**src/rtl/mem_io_responder.sv**
```systemverilog
// Data-memory port responder: routes CPU loads/stores to the dmem BRAM (addr[31]=0)
// or to MMIO registers (UART TX/RX, cycle and retired-instruction counters).
module mem_io_responder #(
    parameter int DMEM_AW = 12
) (
    input  logic               clk,
    input  logic               rst_n,
    input  logic               req_valid,
    input  logic [3:0]         req_we,
    input  logic [31:0]        req_addr,
    input  logic [31:0]        req_wdata,
    output logic               rsp_valid,
    output logic [31:0]        rsp_rdata,
    output logic               dmem_en,
    output logic [3:0]         dmem_we,
    output logic [DMEM_AW-1:0] dmem_addr,
    output logic [31:0]        dmem_din,
    input  logic [31:0]        dmem_dout,
    output logic [7:0]         uart_tx_data,
    output logic               uart_tx_valid,
    input  logic               uart_tx_ready,
    input  logic [7:0]         uart_rx_data,
    input  logic               uart_rx_valid,
    output logic               uart_rx_ready,
    input  logic               inst_retired
);

    localparam logic [5:0] OFF_STATUS = 6'h00;
    localparam logic [5:0] OFF_RXDATA = 6'h01;
    localparam logic [5:0] OFF_TXDATA = 6'h02;
    localparam logic [5:0] OFF_CYCLE  = 6'h04;
    localparam logic [5:0] OFF_INST   = 6'h05;
    localparam logic [5:0] OFF_CLEAR  = 6'h06;

    logic        rsp_valid_q,   rsp_valid_d;
    logic        rsp_dmem_q,    rsp_dmem_d;
    logic [31:0] mmio_rdata_q,  mmio_rdata_d;
    logic [7:0]  tx_data_q,     tx_data_d;
    logic        tx_valid_q,    tx_valid_d;
    logic        tx_overflow_q, tx_overflow_d;
    logic [7:0]  rx_byte_q,     rx_byte_d;
    logic        rx_full_q,     rx_full_d;
    logic [31:0] cycle_cnt_q,   cycle_cnt_d;
    logic [31:0] inst_cnt_q,    inst_cnt_d;

    logic       rd_s;
    logic       wr_s;
    logic       mmio_s;
    logic [5:0] off_s;
    logic       tx_wr_s;
    logic       tx_accept_s;
    logic       rx_pop_s;
    logic       rx_push_s;
    logic       clear_s;
    logic       unused_s;

    assign unused_s = ^{req_addr[30:8], req_addr[1:0]};

    // Request decode and BRAM pass-through
    always_comb begin
        rd_s        = req_valid && (req_we == 4'h0);
        wr_s        = req_valid && (req_we != 4'h0);
        mmio_s      = req_addr[31];
        off_s       = req_addr[7:2];
        tx_wr_s     = wr_s && mmio_s && (off_s == OFF_TXDATA);
        clear_s     = wr_s && mmio_s && (off_s == OFF_CLEAR);
        rx_pop_s    = rd_s && mmio_s && (off_s == OFF_RXDATA) && rx_full_q;
        rx_push_s   = uart_rx_valid && !rx_full_q;
        tx_accept_s = tx_valid_q && uart_tx_ready;
        dmem_en     = req_valid && !mmio_s;
        dmem_we     = dmem_en ? req_we : 4'h0;
        dmem_addr   = req_addr[DMEM_AW+1:2];
        dmem_din    = req_wdata;
    end

    // Next-state for response path, UART buffers and counters
    always_comb begin
        rsp_valid_d   = rd_s;
        rsp_dmem_d    = rd_s && !mmio_s;
        mmio_rdata_d  = 32'h0;
        tx_data_d     = tx_data_q;
        tx_valid_d    = tx_valid_q;
        tx_overflow_d = tx_overflow_q;
        rx_byte_d     = rx_byte_q;
        rx_full_d     = rx_full_q;

        // MMIO read data always reflects state before this cycle's update
        if (rd_s && mmio_s) begin
            case (off_s)
                OFF_STATUS: mmio_rdata_d = {29'h0, tx_overflow_q, rx_full_q, !tx_valid_q};
                OFF_RXDATA: mmio_rdata_d = {24'h0, rx_byte_q};
                OFF_CYCLE:  mmio_rdata_d = cycle_cnt_q;
                OFF_INST:   mmio_rdata_d = inst_cnt_q;
                default:    mmio_rdata_d = 32'h0;
            endcase
        end else begin
            mmio_rdata_d = 32'h0;
        end

        if (tx_accept_s) begin
            tx_valid_d = 1'b0;
        end else begin
            tx_valid_d = tx_valid_q;
        end

        // A byte arriving while the holding register is still occupied is lost
        if (tx_wr_s && (!tx_valid_q || tx_accept_s)) begin
            tx_data_d  = req_wdata[7:0];
            tx_valid_d = 1'b1;
        end else if (tx_wr_s) begin
            tx_overflow_d = 1'b1;
        end else begin
            tx_data_d = tx_data_q;
        end

        if (rx_pop_s) begin
            rx_full_d = 1'b0;
        end else if (rx_push_s) begin
            rx_full_d = 1'b1;
            rx_byte_d = uart_rx_data;
        end else begin
            rx_full_d = rx_full_q;
        end

        if (clear_s) begin
            cycle_cnt_d   = 32'h0;
            inst_cnt_d    = 32'h0;
            tx_overflow_d = 1'b0;
        end else begin
            cycle_cnt_d = cycle_cnt_q + 32'd1;
            inst_cnt_d  = inst_cnt_q + {31'h0, inst_retired};
        end
    end

    // State registers with synchronous active-low reset
    always_ff @(posedge clk) begin
        if (!rst_n) begin
            rsp_valid_q   <= 1'b0;
            rsp_dmem_q    <= 1'b0;
            mmio_rdata_q  <= 32'h0;
            tx_data_q     <= 8'h0;
            tx_valid_q    <= 1'b0;
            tx_overflow_q <= 1'b0;
            rx_byte_q     <= 8'h0;
            rx_full_q     <= 1'b0;
            cycle_cnt_q   <= 32'h0;
            inst_cnt_q    <= 32'h0;
        end else begin
            rsp_valid_q   <= rsp_valid_d;
            rsp_dmem_q    <= rsp_dmem_d;
            mmio_rdata_q  <= mmio_rdata_d;
            tx_data_q     <= tx_data_d;
            tx_valid_q    <= tx_valid_d;
            tx_overflow_q <= tx_overflow_d;
            rx_byte_q     <= rx_byte_d;
            rx_full_q     <= rx_full_d;
            cycle_cnt_q   <= cycle_cnt_d;
            inst_cnt_q    <= inst_cnt_d;
        end
    end

    assign rsp_valid     = rsp_valid_q;
    assign rsp_rdata     = rsp_dmem_q ? dmem_dout : mmio_rdata_q;
    assign uart_tx_data  = tx_data_q;
    assign uart_tx_valid = tx_valid_q;
    assign uart_rx_ready = !rx_full_q;

endmodule

```
**config.mk**
```make
export PLATFORM = sky130hd
export DESIGN_NAME = mem_io_responder
export DESIGN_NICKNAME = d
export VERILOG_FILES = /design/src/rtl/mem_io_responder.sv
export SDC_FILE = /design/constraint.sdc
export NUM_CORES = 1
export LEC_CHECK = 0
export CAP_MARGIN = 40
export CORE_AREA = 2 2 139 100
export DETAILED_ROUTE_END_ITERATION = 10
export DIE_AREA = 0 0 141 102
export HOLD_SLACK_MARGIN = 0.02
export PLACE_DENSITY = 0.79
export SLEW_MARGIN = 20
export SYNTH_ARGS = -nofsm -noshare
export SYNTH_HDL_FRONTEND = slang
export SYNTH_SLANG_ARGS = --single-unit
```
**constraint.sdc**
```tcl
create_clock -name clk -period 2.75 [get_ports clk]
set_input_delay 0.4125 -clock clk [delete_from_list [all_inputs] [get_ports clk]]
set_output_delay 0.4125 -clock clk [all_outputs]
set_load 0.02 [all_outputs]
```
# Yosys cells after proc, flatten, opt, wreduce, memory -nomap -nowiden
# Index checks and enable logic that the tools add are counted.
[totals]
elab_cells = 51
register_bits = 117
input_bits = 114
[classes]
n_eq_ne = 5
reduce_logical = 26
n_mux = 5
bitwise = 3
addsub = 2
[ops]
columns = ["cell", "count"]
rows = [
  ["$pmux W32 S4", 1],
  ["$add A32 B1 Y32", 1],
  ["$add A32 B1 Y32 const B", 1],
  ["$mux W32", 1],
  ["$eq A6 B3 Y1 const B", 3],
  ["$logic_and A1 B1 Y1", 13],
  ["$eq A6 B1 Y1 const B", 1],
  ["$eq A6 B2 Y1 const B", 1],
  ["$logic_not A6 Y1", 1],
  ["$reduce_and A2 Y1", 3],
  ["$logic_not A4 Y1", 1],
  ["$mux W4", 1],
  ["$reduce_bool A4 Y1", 1],
  ["$reduce_or A2 Y1", 2],
  ["$logic_not A1 Y1", 3],
  ["$not A1 Y1", 3],
  ["$mux W1", 2],
  ["$reduce_bool A2 Y1", 1],
  ["$logic_or A1 B1 Y1", 1],
]

# Longest topological paths before layout
# Gate-level depths: netlist of the first run.
[logic_depth]
word_depth = 7
ltp_mapped = 7
mapped_depth_nobuf = 6

# Worst setup path before layout of the first run
# Ideal clock, no wire load.
[synth_timing]
kind = "input-to-reg"
from = "in inst_retired"
to = "reg inst_cnt_q[24]"
slack_ns = 0.582
t_required_ns = 2.680
n_path_buf = 1
stages = 7
setup_time_ns = 0.070
arrival_time_ns = 2.099
path_cell_list = "ha_1 -> ha_1 -> nand4_1 -> or4_4 -> buf_2 -> or3_1 -> a21oi_1"
[synth_via]
elab_chain_len = 1
[synth_rtl]
columns = ["element", "line", "text"]
rows = [
  ["from (decl)", "25", "input logic inst_retired"],
  ["$add A32 B1 Y32", "131", "inst_cnt_d = inst_cnt_q + {31'h0, inst_retired};"],
  ["to (signal assigned)", "158", "inst_cnt_q <= inst_cnt_d;"],
  ["to (decl)", "44", "logic [31:0] inst_cnt_q, inst_cnt_d;"],
]
# Every way passes these cells.
# A chain may end at the register's enable or synchronous reset.

# Worst setup path in the final report of the first run
[layout_timing]
from = "reg rsp_dmem_q"
to = "out rsp_rdata[16]"
[layout_via]
elab_chain_len = 1
[layout_rtl]
columns = ["element", "line", "text"]
rows = [
  ["from (decl)", "36", "logic rsp_dmem_q, rsp_dmem_d;"],
  ["from (signal assigned)", "150", "rsp_dmem_q <= rsp_dmem_d;"],
  ["$mux W32", "163", "assign rsp_rdata = rsp_dmem_q ? dmem_dout : mmio_rdata_q;"],
  ["to (decl)", "13", "output logic [31:0] rsp_rdata,"],
]
# Every way passes these cells.

==> metrics list, run 1 <==
- Run status: finished, final reports clean
* Final worst clock skew: 6.958 ps
* Aggregate global-route resource usage: 20.21%
- Number of global-route vias before repair: 4,658
- Dominant cell by count in the synthesized netlist: sky130_fd_sc_hd__dfxtp_1
* Most frequent cells after synthesis: sky130_fd_sc_hd__dfxtp_1, sky130_fd_sc_hd__nor2_1, sky130_fd_sc_hd__mux2i_1, sky130_fd_sc_hd__buf_4, sky130_fd_sc_hd__nand2_1
* Sink count of the clock tree: 117
- TritonCTS built the clock tree.
- Cell area after synthesis: 5751 sq um
- Dividing the synthesized area by the synthesized cell count gives 9.157 sq um.
- Clock-pin slew on the worst setup and hold paths: 50 ps
* Clock power frac: 53.5%
- After detailed routing, the number of remaining DRC violations is 0.
- Cells fill 57.83% of the core in the end.
- Worst hold slack after final layout: 424.7 ps
- After layout, the worst path uses 90.23% of the clock period.
- The clock passes through at most 2 buffers.
- Global-route wire length before repair: 23.03 mm
- In this run the power density over the cells is 573.2 nW/um^2.
* Number of max-cap violations: 0
- For the worst setup path, the data required time is 2340 ps.
* DR pass1 iterations: 5
* Final period demand of the worst path: 2481 ps
- CTS H-Tree Depth: 4
* Die X-Extent: 141 um
- Net switching share of the total power: 21.89%
- The share of the Yosys chip area taken by registers is 40.73%.
- The worst setup path is launched from a flip-flop.
- The area growth from synthesis to layout is 30.79%.
* Start-to-end type of the worst setup path: flip-flop to primary output
- The share of total power dissipated in combinational logic is 6.5%.
* Port bufs: 126
- The die covers 14,380 sq um.
- The startpoint identified for the worst hold timing path is req_addr[2].
- Count of cells resized by post-cts repair: 0
- Once detailed placement completed, the half-perimeter wirelength came to 9.948 mm.
* Number of antenna diodes: 0
- Share of flip-flops with an asynchronous set or reset after synthesis: 0%
* Reg2reg end: inst_cnt_q[19]
- Avg Vias per Cell: 5.431
* Tightest Hold Check Type: primary input to flip-flop
- Inserted Clock Buffers: 17
- The worst register-to-register path has a depth of 5.
- After floorplanning, the core was divided into 35 placement rows.
- Area of the core: 13,010 sq um
- Portion of total power attributed to sequential cells: 40.1%
- Critical Path Sink: rsp_rdata[16]
- Synthesis inferred 117 register bits.
- Critical R2R Launch: inst_cnt_q[9]
- Measured along the y axis, the die boundary spans 102 um.
- In this run the tightest slew margin relative to its limit is 57.20%.
- Drt wl/cell: 16.04 um
- The net count of the finished layout is 827.
- Cell taking the most area after synthesis: sky130_fd_sc_hd__dfxtp_1
- Count of routing violations after the opening detailed-route iteration: 246
- Type of element capturing the critical path: primary output
- Summed over all layers, the routed wires come to 14.26 mm.
* Largest vdd supply drop: 0.0004490 V
- CTS placed an instance of sky130_fd_sc_hd__clkbuf_16 at the clock tree root.
* Main synth FF type: sky130_fd_sc_hd__dfxtp_1
- The final number of max-transition violations was 0.
- Tracing the worst setup path back leads to its startpoint at rsp_dmem_q.
* Global route overflow: 0
- The analysis attributes to cell leakage a power of 2.661 nW.
* Number of flops mapped to enable cells by yosys: 0
- The finished cells cover 7521 sq um.
- Worst reg-to-reg setup slack: 450 ps
- The count of nets left with antenna violations once routing finished came out at 0.
* Setup Fix Bufs, Post-CTS: 0
- Prior to clock tree synthesis, the placed netlist has a worst setup slack of -12.65 ps.
- Fill cells in the final layout number 1,060.
- Endpoints failing setup: 0
* Post-synthesis cell count: 628
* Count of synthesis-stage warnings from yosys: 0
- Slew of the pin with the lowest slew margin: 642.0 ps
- Once the floorplan was initialized, standard cells occupied 44.21% of the core.
- The clock reaches the later pin of the worst-skew pair after 420 ps.
* Fmax: 403.0 MHz
* Crit path DAT: 2070 ps
* Maximum number of pins on one net before global-route repair: 40
* Main area contributors after synthesis: sky130_fd_sc_hd__dfxtp_1, sky130_fd_sc_hd__mux2i_1, sky130_fd_sc_hd__mux2_2
* Antenna violations before repair: 0
- After layout, the worst setup slack is 268.6 ps.
* Share of post-route cells with drive strength above 1: 13.00%
* Final weighted congestion of routability-driven global placement: 0.8181
- Of all nets on the critical path, the largest fanout is 28.
* Switching power total: 0.0009437 W
* Hold buffers post-CTS: 0
- Internal power: 0.003367 W
- The routed layout has 4,828 vias.
- Hold Fails Final Rpt: 0
- Once placement finished, the instance area stood at 6902 sq um.
- In this run the biggest area consumer among cell types represents 40.73% of the synthesized area.
* Syn_nets: 745
- Count of different cell masters after synthesis: 42
- Number of primary I/O pins: 206
* Unrepaired setup endpoints after global routing: no
[logic make-up after synthesis]
family / share of synthesized area (%)
AO/OA/AOI/OAI: 7.158
buffers and inverters: 9.290
AND/OR/NAND/NOR: 21.93
adder cells (fa/ha/maj): 0.6528
flip-flops: 40.73
multiplexers: 16.58
XOR/XNOR: 3.655
[state kept, by name (all words and copies together) (netlist names)]
signal,flops
rsp_valid,1
rsp_dmem_q,1
rx_byte_q,8
uart_tx_valid,1
tx_overflow_q,1
uart_tx_data,8
mmio_rdata_q,32
cycle_cnt_q,32
rx_full_q,1
inst_cnt_q,32
[stage by stage]
step	std cells	setup TNS (ps)	total power, W
2_1_floorplan	628	0	0.001957
3_3_place_gp	857	0	0.002032
3_5_place_dp	857	-17.26	0.002039
4_1_cts	889	0	0.004322
5_1_grt	889	0	0.004425
6_report	889	0	0.004311
[power by group through the flow]
stage	Clock [W]	Sequential, W	Combinational (W)
finish	0.00231	0.00173	0.000279
global route	0.00240	0.00173	0.000296
detailed placement	0	0.00176	0.000276
CTS	0.00232	0.00173	0.000280
floorplan	0	0.00176	0.000201
global placement	0	0.00176	0.000270
[metal layers]
layer  vias to the layer above  wire [um]  global-route usage [%]
li1                       2344          -                       -
met1                      2296       6483                   25.77
met2                       164       6498                   32.53
met3                        24        983                   6.326
met4                         0        290                   7.692
met5                         -          0                       0
[worst max-delay path, stage by stage, from the launching register on]
cell and delay (ps):
sky130_fd_sc_hd__dfxtp_1 490, sky130_fd_sc_hd__buf_12 240, sky130_fd_sc_hd__mux2_2 350, sky130_fd_sc_hd__clkdlybuf4s50_1 540
[placed cells by master, fill, tap and decap left out, types with 14 or more instances in the layout]
| cell | synthesis | final |
|---|---|---|
| sky130_fd_sc_hd__nor2_1 | 61 | 61 |
| sky130_fd_sc_hd__nand2_1 | 41 | 41 |
| sky130_fd_sc_hd__o21ai_0 | 14 | 14 |
| sky130_fd_sc_hd__nand4_1 | 17 | 17 |
| sky130_fd_sc_hd__dfxtp_1 | 117 | 117 |
| sky130_fd_sc_hd__or3_1 | 14 | 14 |
| sky130_fd_sc_hd__clkdlybuf4s50_1 | 0 | 125 |
| sky130_fd_sc_hd__mux2i_1 | 48 | 48 |
| sky130_fd_sc_hd__clkbuf_16 | 0 | 17 |
| sky130_fd_sc_hd__buf_4 | 45 | 14 |
| sky130_fd_sc_hd__nand3_1 | 19 | 19 |
| sky130_fd_sc_hd__a21oi_1 | 30 | 30 |
| sky130_fd_sc_hd__o31ai_1 | 15 | 15 |
| sky130_fd_sc_hd__mux2_2 | 38 | 38 |
| sky130_fd_sc_hd__or4_1 | 16 | 16 |
[layout make-up]
| class | count | area (sq um) | share of cell area [%] |
|---|---|---|---|
| timing repair buffer | 143 | 1421 | 18.90 |
| clock buffer | 21 | 470.5 | 6.255 |
| tap | 166 | 207.7 | 2.762 |
| clock inverter | 11 | 148.9 | 1.980 |
| inverter | 13 | 48.80 | 0.6488 |
| sequential | 117 | 2342 | 31.14 |
| multi-input combinational | 418 | 2882 | 38.31 |
[worst min path at each step]
stage | endpoint | slack [ps] | cells after the start
6_report | uart_tx_valid | 420 | 4
5_1_grt | uart_tx_data[6] | 480 | 2
4_1_cts | uart_tx_valid | 410 | 4
3_5_place_dp | cycle_cnt_q[0] | 450 | 1
3_3_place_gp | cycle_cnt_q[0] | 440 | 1
2_1_floorplan | cycle_cnt_q[0] | 430 | 1
Note: power is estimated with default switching activity, not from simulation.
==> run 2, diff against run 1 <==
--- a/config.mk
+++ b/config.mk
@@ -11,6 +11,7 @@
 export DIE_AREA = 0 0 141 102
 export HOLD_SLACK_MARGIN = 0.02
 export PLACE_DENSITY = 0.79
+export REMOVE_ABC_BUFFERS = 1
 export SLEW_MARGIN = 20
 export SYNTH_ARGS = -nofsm -noshare
 export SYNTH_HDL_FRONTEND = slang
==> run 2 against run 1 <==
  * Power fell by 7.3%
  * Register-to-register slack improved by 90 ps
  * First-iteration DRC count rose by 18%
  * Sequential share of layout area rose by 0.32 points
  * Clock power fell by 14%
  * Die area did not move
  * Cell area fell by 1.0%
  * Clock skew rose by 1.4 ps
  * Cell count rose by 0.45%
  * Clock-buffer cell count fell by 2
  * Largest power group unchanged
==> metrics list, run 2 (same netlist as run 1, synthesis figures left out) <==
* Critical path buffers and inverters: 3 (+1)
- Top delay family on crit path: buffers and inverters
- The critical path data arrival time is 1990 ps (-80 ps).
* Number of remaining DRC errors: 0 (unchanged)
- The total negative slack was 0 ps (unchanged).
- The switching part of the total was 23.39% (+1.5 points).
* Area enclosed by the die boundary: 14,380 sq um (unchanged)
- Number of global-route vias before repair: 4,771 (+2.4%)
* Number of primary I/O pins: 206 (unchanged)
- Avg Vias per Cell: 5.542 (+2.0%)
* Hold buffers post-CTS: 0 (unchanged)
- Unrepaired setup endpoints after global routing: no
* Worst hold slack after final layout: 383.8 ps (-40.90 ps)
* Slew of the pin with the lowest slew margin: 624.0 ps (-17.91 ps)
* Root buf cell: sky130_fd_sc_hd__clkbuf_16
- Number of antenna diodes: 0 (unchanged)
- The detailed-router iteration count before antenna repair came to 5 (unchanged).
- Cell at the slowest stage of the critical path: sky130_fd_sc_hd__clkdlybuf4s50_1
- Detailed Place HPWL: 11.36 mm (+14%)
* Die Y-Extent: 102 um (unchanged)
- Fin cells: 893 (+0.45%)
- Aggregate global-route resource usage: 22.33% (+2.1 points)
* Start-to-end type of the worst setup path: primary input to primary output
- The power share of the combinational group came to 7.0% (+0.5 points).
- Setup Fix Bufs, Post-CTS: 0 (unchanged)
- Power consumption: 0.003996 W (-7.3%)
* Placement row count: 35 (unchanged)
- The time the worst path needs with I/O delays and setup was 2406 ps (-75.81 ps).
* Leakage: 2.653 nW (-0.27%)
* Tightest Hold Check Type: primary input to flip-flop
* Critical Path Max Stage Delay: 600 ps (+60 ps)
* Largest vdd supply drop: 0.0004566 V (+1.7%)
* Via Count: 4,949 (+2.5%)
- Commonest non-fill, non-tap cell in the layout: sky130_fd_sc_hd__clkdlybuf4s50_1
- The placer congestion estimate is 0.7907 (-3.3%).
- Post-Route WL: 15.70 mm (+10%)
- Number of antenna-violating nets in the routed design: 0 (unchanged)
- The count of port buffers added during placement was 126 (unchanged).
- Placement-stage worst setup slack: 58.46 ps (+71.11 ps)
- The wire length of the first global-routing pass is 24.76 mm (+7.6%).
- The power density over the cells is 536.8 nW/um^2 (-6.3%).
* Registers with the most flip-flops: cycle_cnt_q x32, inst_cnt_q x32, mmio_rdata_q x32
- The flow ran to the end, and the final reports show no timing, DRC or antenna violations.
* Share of post-route cells with drive strength above 1: 13.62% (+0.62 points)
- The aggregate global routing overflow is 0 (unchanged).
* Switching power total: 0.0009344 W (-0.99%)
- Inserted Clock Buffers: 17 (unchanged)
- Relative to the synthesized area, the layout overhead comes to 29.44%.
* Placed Instances: 861 (+0.47%)
- Drt wl/cell: 17.58 um (+9.6%)
- The clock transition time at the flip-flop clock pins of the worst setup and hold paths is 50 ps (about the same).
- Internal power: 0.003061 W (-9.1%)
* Portion of total power attributed to sequential cells: 43.2% (+3.1 points)
* Top library cells by usage in the layout, fill and taps aside: sky130_fd_sc_hd__clkdlybuf4s50_1, sky130_fd_sc_hd__dfxtp_1, sky130_fd_sc_hd__nor2_1
* Element type at the critical path start: primary input
* Initial Utilization: 44.21% (unchanged)
- The post-route fraction of the period consumed by the critical path is 87.48% (-2.8 points).
- The number of nets in the finished design was 831 (+0.48%).
- The iteration-0 DRC count of the detailed router is 291 (+18%).
* Type of element capturing the critical path: primary output
- Sink count of the clock tree: 117 (unchanged)
- Clock power frac: 49.8% (-3.7 points)
* Number of max-cap violations: 0 (unchanged)
- Skew-Pair Late Insertion Delay: 410 ps (about the same)
- Max Buffers Root-to-Sink: 2 (unchanged)
- Among the stages of the critical path, the cell type that occurs most often is sky130_fd_sc_hd__clkdlybuf4s50_1.
- Maximum number of pins on one net before global-route repair: 29 (-28%)
* Area of the core: 13,010 sq um (unchanged)
* Crit path setup slack, layout: 344.4 ps (+75.81 ps)
* Antenna violations before repair: 0 (unchanged)
* Worst-path maximum fanout: 5 (-82%)
- The highest clock frequency the design can meet was 415.7 MHz (+3.2%).
* Final count of pins violating max slew: 0 (unchanged)
* Final worst clock skew: 8.319 ps (+1.361 ps)
- CTS tree: done
- The H-tree depth came to 4 (unchanged).
- Count of cells resized by post-cts repair: 0 (unchanged)
- The die outline width came to 141 um (unchanged).
- Critical Path RT: 2340 ps (about the same)
* Endpoints failing setup: 0 (unchanged)
- Walking the worst path, the cells encountered are clkdlybuf4s50_1 > inv_1 > nor2_1 > and2_1 > clkdlybuf4s50_1.
- The headroom to the max-slew limit was 58.40% (+1.2 points).
* Hold Fails Final Rpt: 0 (unchanged)
[run 2: worst paths after layout]
kind                   start               to  slack [ps]  cells past startpoint
max                req_valid       dmem_we[2]         340                      5
min              req_addr[2]  mmio_rdata_q[0]         380                      2
max reg2reg    inst_cnt_q[9]   inst_cnt_q[31]         540                      5
min reg2reg  uart_tx_data[2]  uart_tx_data[2]         460                      2
[run 2: metal layers]
layer / vias to the layer above / track usage (%) / routed length (um)
li1: 2356 / - / -
met1: 2363 / 28.06 / 7158
met4: 2 / 5.000 / 105
met5: - / 3.618 / 70
met2: 212 / 34.37 / 6838
met3: 16 / 11.25 / 1527
[run 2: power groups by stage]
stage | registers [W] | clock network, W | logic (W)
after global placement | 0.00176 | 0 | 0.000270
after global routing | 0.00173 | 0.00210 | 0.000299
after detailed placement | 0.00176 | 0 | 0.000279
final | 0.00172 | 0.00199 | 0.000281
after CTS | 0.00172 | 0.00201 | 0.000281
after floorplan | 0.00176 | 0 | 0.0000843
[run 2: cell type report]
cell class                 count  area [sq um]
sequential                   117          2342
multi-input combinational    418          2882
tap                          166         207.7
fill                        1100          5563
timing repair buffer         147          1426
clock buffer                  19         452.9
clock inverter                13         83.83
inverter                      13         48.80
[run 2: worst register-to-register path: stages (launching register included)]
cell	delay, ps
sky130_fd_sc_hd__dfxtp_1	450
sky130_fd_sc_hd__nand4_1	250
sky130_fd_sc_hd__or4_1	590
sky130_fd_sc_hd__buf_4	220
sky130_fd_sc_hd__or4_1	490
sky130_fd_sc_hd__a21oi_1	140
[run 2: through the flow]
step	utilization (%)	instance area, sq um
6_report	57.23	7443
5_1_grt	57.23	7443
4_1_cts	57.23	7443
3_5_place_dp	53.10	6907
3_3_place_gp	53.10	6907
2_1_floorplan	-	5265
==> run 3, diff against run 2 <==
--- a/config.mk
+++ b/config.mk
@@ -9,6 +9,7 @@
 export CORE_AREA = 2 2 139 100
 export DETAILED_ROUTE_END_ITERATION = 10
 export DIE_AREA = 0 0 141 102
+export GPL_TIMING_DRIVEN = 0
 export HOLD_SLACK_MARGIN = 0.02
 export PLACE_DENSITY = 0.79
 export REMOVE_ABC_BUFFERS = 1
==> run 3 against run 2 <==
  * Sequential power barely moved
  * First-iteration DRC count fell by 7.9%
  * Core utilization rose by 0.49 points
  * Routed wire length fell by 4.3%
  * Die area did not move
  * Sequential share of layout area fell by 0.25 points
  * Largest cell class unchanged
  * Largest power group unchanged
==> metrics list, run 3 (same netlist as run 1, synthesis figures left out) <==
* Run status: finished, final reports clean
- The number of antenna violations at the first check in global routing came to 0 (unchanged).
- Number of max-cap violations: 0 (unchanged)
- The fraction of final layout cells sized beyond drive strength 1 is 12.15% (-1.5 points).
* Internal power: 0.003430 W (+12%)
* Number of primary I/O pins: 206 (unchanged)
- Count of routing violations after the opening detailed-route iteration: 268 (-7.9%)
- The number of gates resized after CTS was 1 (+1).
- The die outline width is 141 um (unchanged).
- In the layout the commonest cells are sky130_fd_sc_hd__clkdlybuf4s50_1, sky130_fd_sc_hd__dfxtp_1, sky130_fd_sc_hd__nor2_1.
- P&R area growth vs syn: 30.55%
* Clock-pin slew on the worst setup and hold paths: 50 ps (about the same)
- The reported net switching power is 0.0008720 W (-6.7%).
- Port bufs: 126 (unchanged)
- The worst hold path depth is 2 (unchanged).
- The non-filler instance count after layout came to 882 (-1.2%).
- Endpoints failing setup: 0 (unchanged)
* Final worst clock skew: 9.226 ps (+0.9062 ps)
- The actual slew at the worst max-slew pin is 685.5 ps (+61.47 ps).
- Root buf cell: sky130_fd_sc_hd__clkbuf_16
- Maximum number of pins on one net before global-route repair: 30 (+3.4%)
* Sequential cell area: 2344 sq um (about the same)
* Power density over the cells: 573.1 nW/um^2 (+6.8%)
- The maximum resistive drop on vdd came to 0.0004420 V (-3.2%).
- The H-tree depth came to 4 (unchanged).
- Setup Fix Bufs, Post-CTS: 0 (unchanged)
- The power share of the combinational group is 6.5% (-0.5 points).
- The detail-routed via count per cell came to 5.492 (-0.90%).
- Portion of total power attributed to sequential cells: 40.1% (-3.1 points)
- STA classifies the critical path startpoint as a primary input.
- The headroom to the max-slew limit was 53.92% (-4.5 points).
- The number of nets in the finished design came to 821 (-1.2%).
- Tightest Hold Check Type: flip-flop to flip-flop
* Type of element capturing the critical path: flip-flop
* Hold Fails Final Rpt: 0 (unchanged)
- The utilization after layout came to 57.72% (+0.49 points).
* Registers with the most flip-flops: cycle_cnt_q x32, inst_cnt_q x32, mmio_rdata_q x32
- The maximum fanout along the worst path is 16 (+11).
- CTS tree: done
- The overall fraction of global-route tracks in use was 21.55% (-0.78 points).
- The placer congestion estimate came to 0.7850 (-0.72%).
* Inserted Clock Buffers: 17 (unchanged)
* Area of the core: 13,010 sq um (unchanged)
- The worst-case clock buffer depth was 2 (unchanged).
- Global route overflow: 0 (unchanged)
* Placement row count: 35 (unchanged)
- The switching part of the total came to 20.27% (-3.1 points).
* Sink count of the clock tree: 117 (unchanged)
* Count of fill cells added during filler insertion: 1,059 (-3.7%)
* Number of antenna diodes: 0 (unchanged)
- Number of global-route vias before repair: 4,733 (-0.80%)
- Leakage: 2.673 nW (+0.74%)
- Drt wl/cell: 17.03 um (-3.1%)
- Skew-Pair Late Insertion Delay: 410 ps (about the same)
- Count of cells along the worst register-to-register path: 6 (+1)
- Final count of pins violating max slew: 0 (unchanged)
- Critical Path RT: 3080 ps (+740 ps)
- The highest clock frequency the design can meet came to 376.1 MHz (-9.5%).
- Start-to-end type of the worst setup path: primary input to flip-flop
- Crit path DAT: 2990 ps (+1000 ps)
- The sum of net half-perimeters after detailed placement is 11.15 mm (-1.8%).
- Final sum of negative setup slack: 0 ps (unchanged)
- Area enclosed by the die boundary: 14,380 sq um (unchanged)
- The number of antenna-violating nets in the routed design is 0 (unchanged).
- The post-route fraction of the period consumed by the critical path is 96.69% (+9.2 points).
* Initial Utilization: 44.21% (unchanged)
- The wire length of the first global-routing pass was 24.05 mm (-2.9%).
* DR pass1 iterations: 4 (-1)
* Clock power frac: 53.3% (+3.5 points)
- The final routed DRC violation total came to 0 (unchanged).
- The total wire length came to 15.02 mm (-4.3%).
- Final period demand of the worst path: 2659 ps (+253.3 ps)
- Area taken by multi-input logic gates: 2897 sq um (+0.52%)
- Hold buffers post-CTS: 0 (unchanged)
- The total via count in the routed design is 4,844 (-2.1%).
- Placed Instances: 850 (-1.3%)
- The die boundary height was 102 um (unchanged).
* Unrepaired setup endpoints after global routing: no
- The library cell used most frequently in the layout, excluding fill and tap cells, is sky130_fd_sc_hd__clkdlybuf4s50_1.
[run 3: cell types whose count changed in the layout (fill, tap and decap cells not counted), sizes merged]
cell	previous run	this run
clkinvlp	3	1
buf	22	12
inv	14	13
clkdlybuf4s50	125	124
clkbuf	19	22
bufinv	0	4
dlymetal6s2s	0	1
clkinv	9	4
[run 3: stage by stage]
step	setup WS [ps]	power, W	area, sq um	hold slack (ps)
final	91.07	0.004302	7507	464.9
after global routing	40.88	0.004427	7507	489.8
after CTS	48.23	0.004327	7465	469.0
after detailed placement	-403.1	0.002037	6847	461.7
after global placement	-6649	0.002020	6734	444.1
after floorplan	-3039	0.001842	5265	425.8
[run 3: worst paths after layout]
check	from	slack, ps	endpoint
max reg2reg	inst_cnt_q[0]	230	inst_cnt_q[26]
min reg2reg	uart_tx_data[1]	460	uart_tx_data[1]
max	inst_retired	90	inst_cnt_q[26]
min	uart_tx_data[1]	460	uart_tx_data[1]
[run 3: per-layer routing]
metal	vias up	share of wire (%)	global-route usage, %
met5	-	0.47	3.618
met4	2	1.3	7.077
met3	20	8.6	10.26
met2	180	43	31.86
met1	2311	47	27.60
li1	2331	-	-
[run 3: area by class of cell]
cell class / instances / area share, %
Clock buffer: 22 / 6.183
Tap cell: 166 / 2.767
Timing Repair Buffer: 137 / 18.58
Inverter: 13 / 0.6500
Clock inverter: 9 / 2.017
Multi-Input combinational cell: 418 / 38.58
Sequential cell: 117 / 31.22
[run 3: worst max-delay path: stages]
cell and delay [ps]:
sky130_fd_sc_hd__clkdlybuf4s50_1 460, sky130_fd_sc_hd__ha_1 230, sky130_fd_sc_hd__ha_1 300, sky130_fd_sc_hd__nand4_1 230, sky130_fd_sc_hd__or4_4 660, sky130_fd_sc_hd__or4_1 510
sky130_fd_sc_hd__a21oi_1 160
[run 3: power groups by stage]
| stage | logic (W) | registers, W | clock network, W |
|---|---|---|---|
| floorplan | 0.0000843 | 0.00176 | 0 |
| global placement | 0.000259 | 0.00176 | 0 |
| detailed placement | 0.000276 | 0.00176 | 0 |
| CTS | 0.000279 | 0.00173 | 0.00232 |
| global route | 0.000303 | 0.00173 | 0.00240 |
| finish | 0.000282 | 0.00173 | 0.00229 |
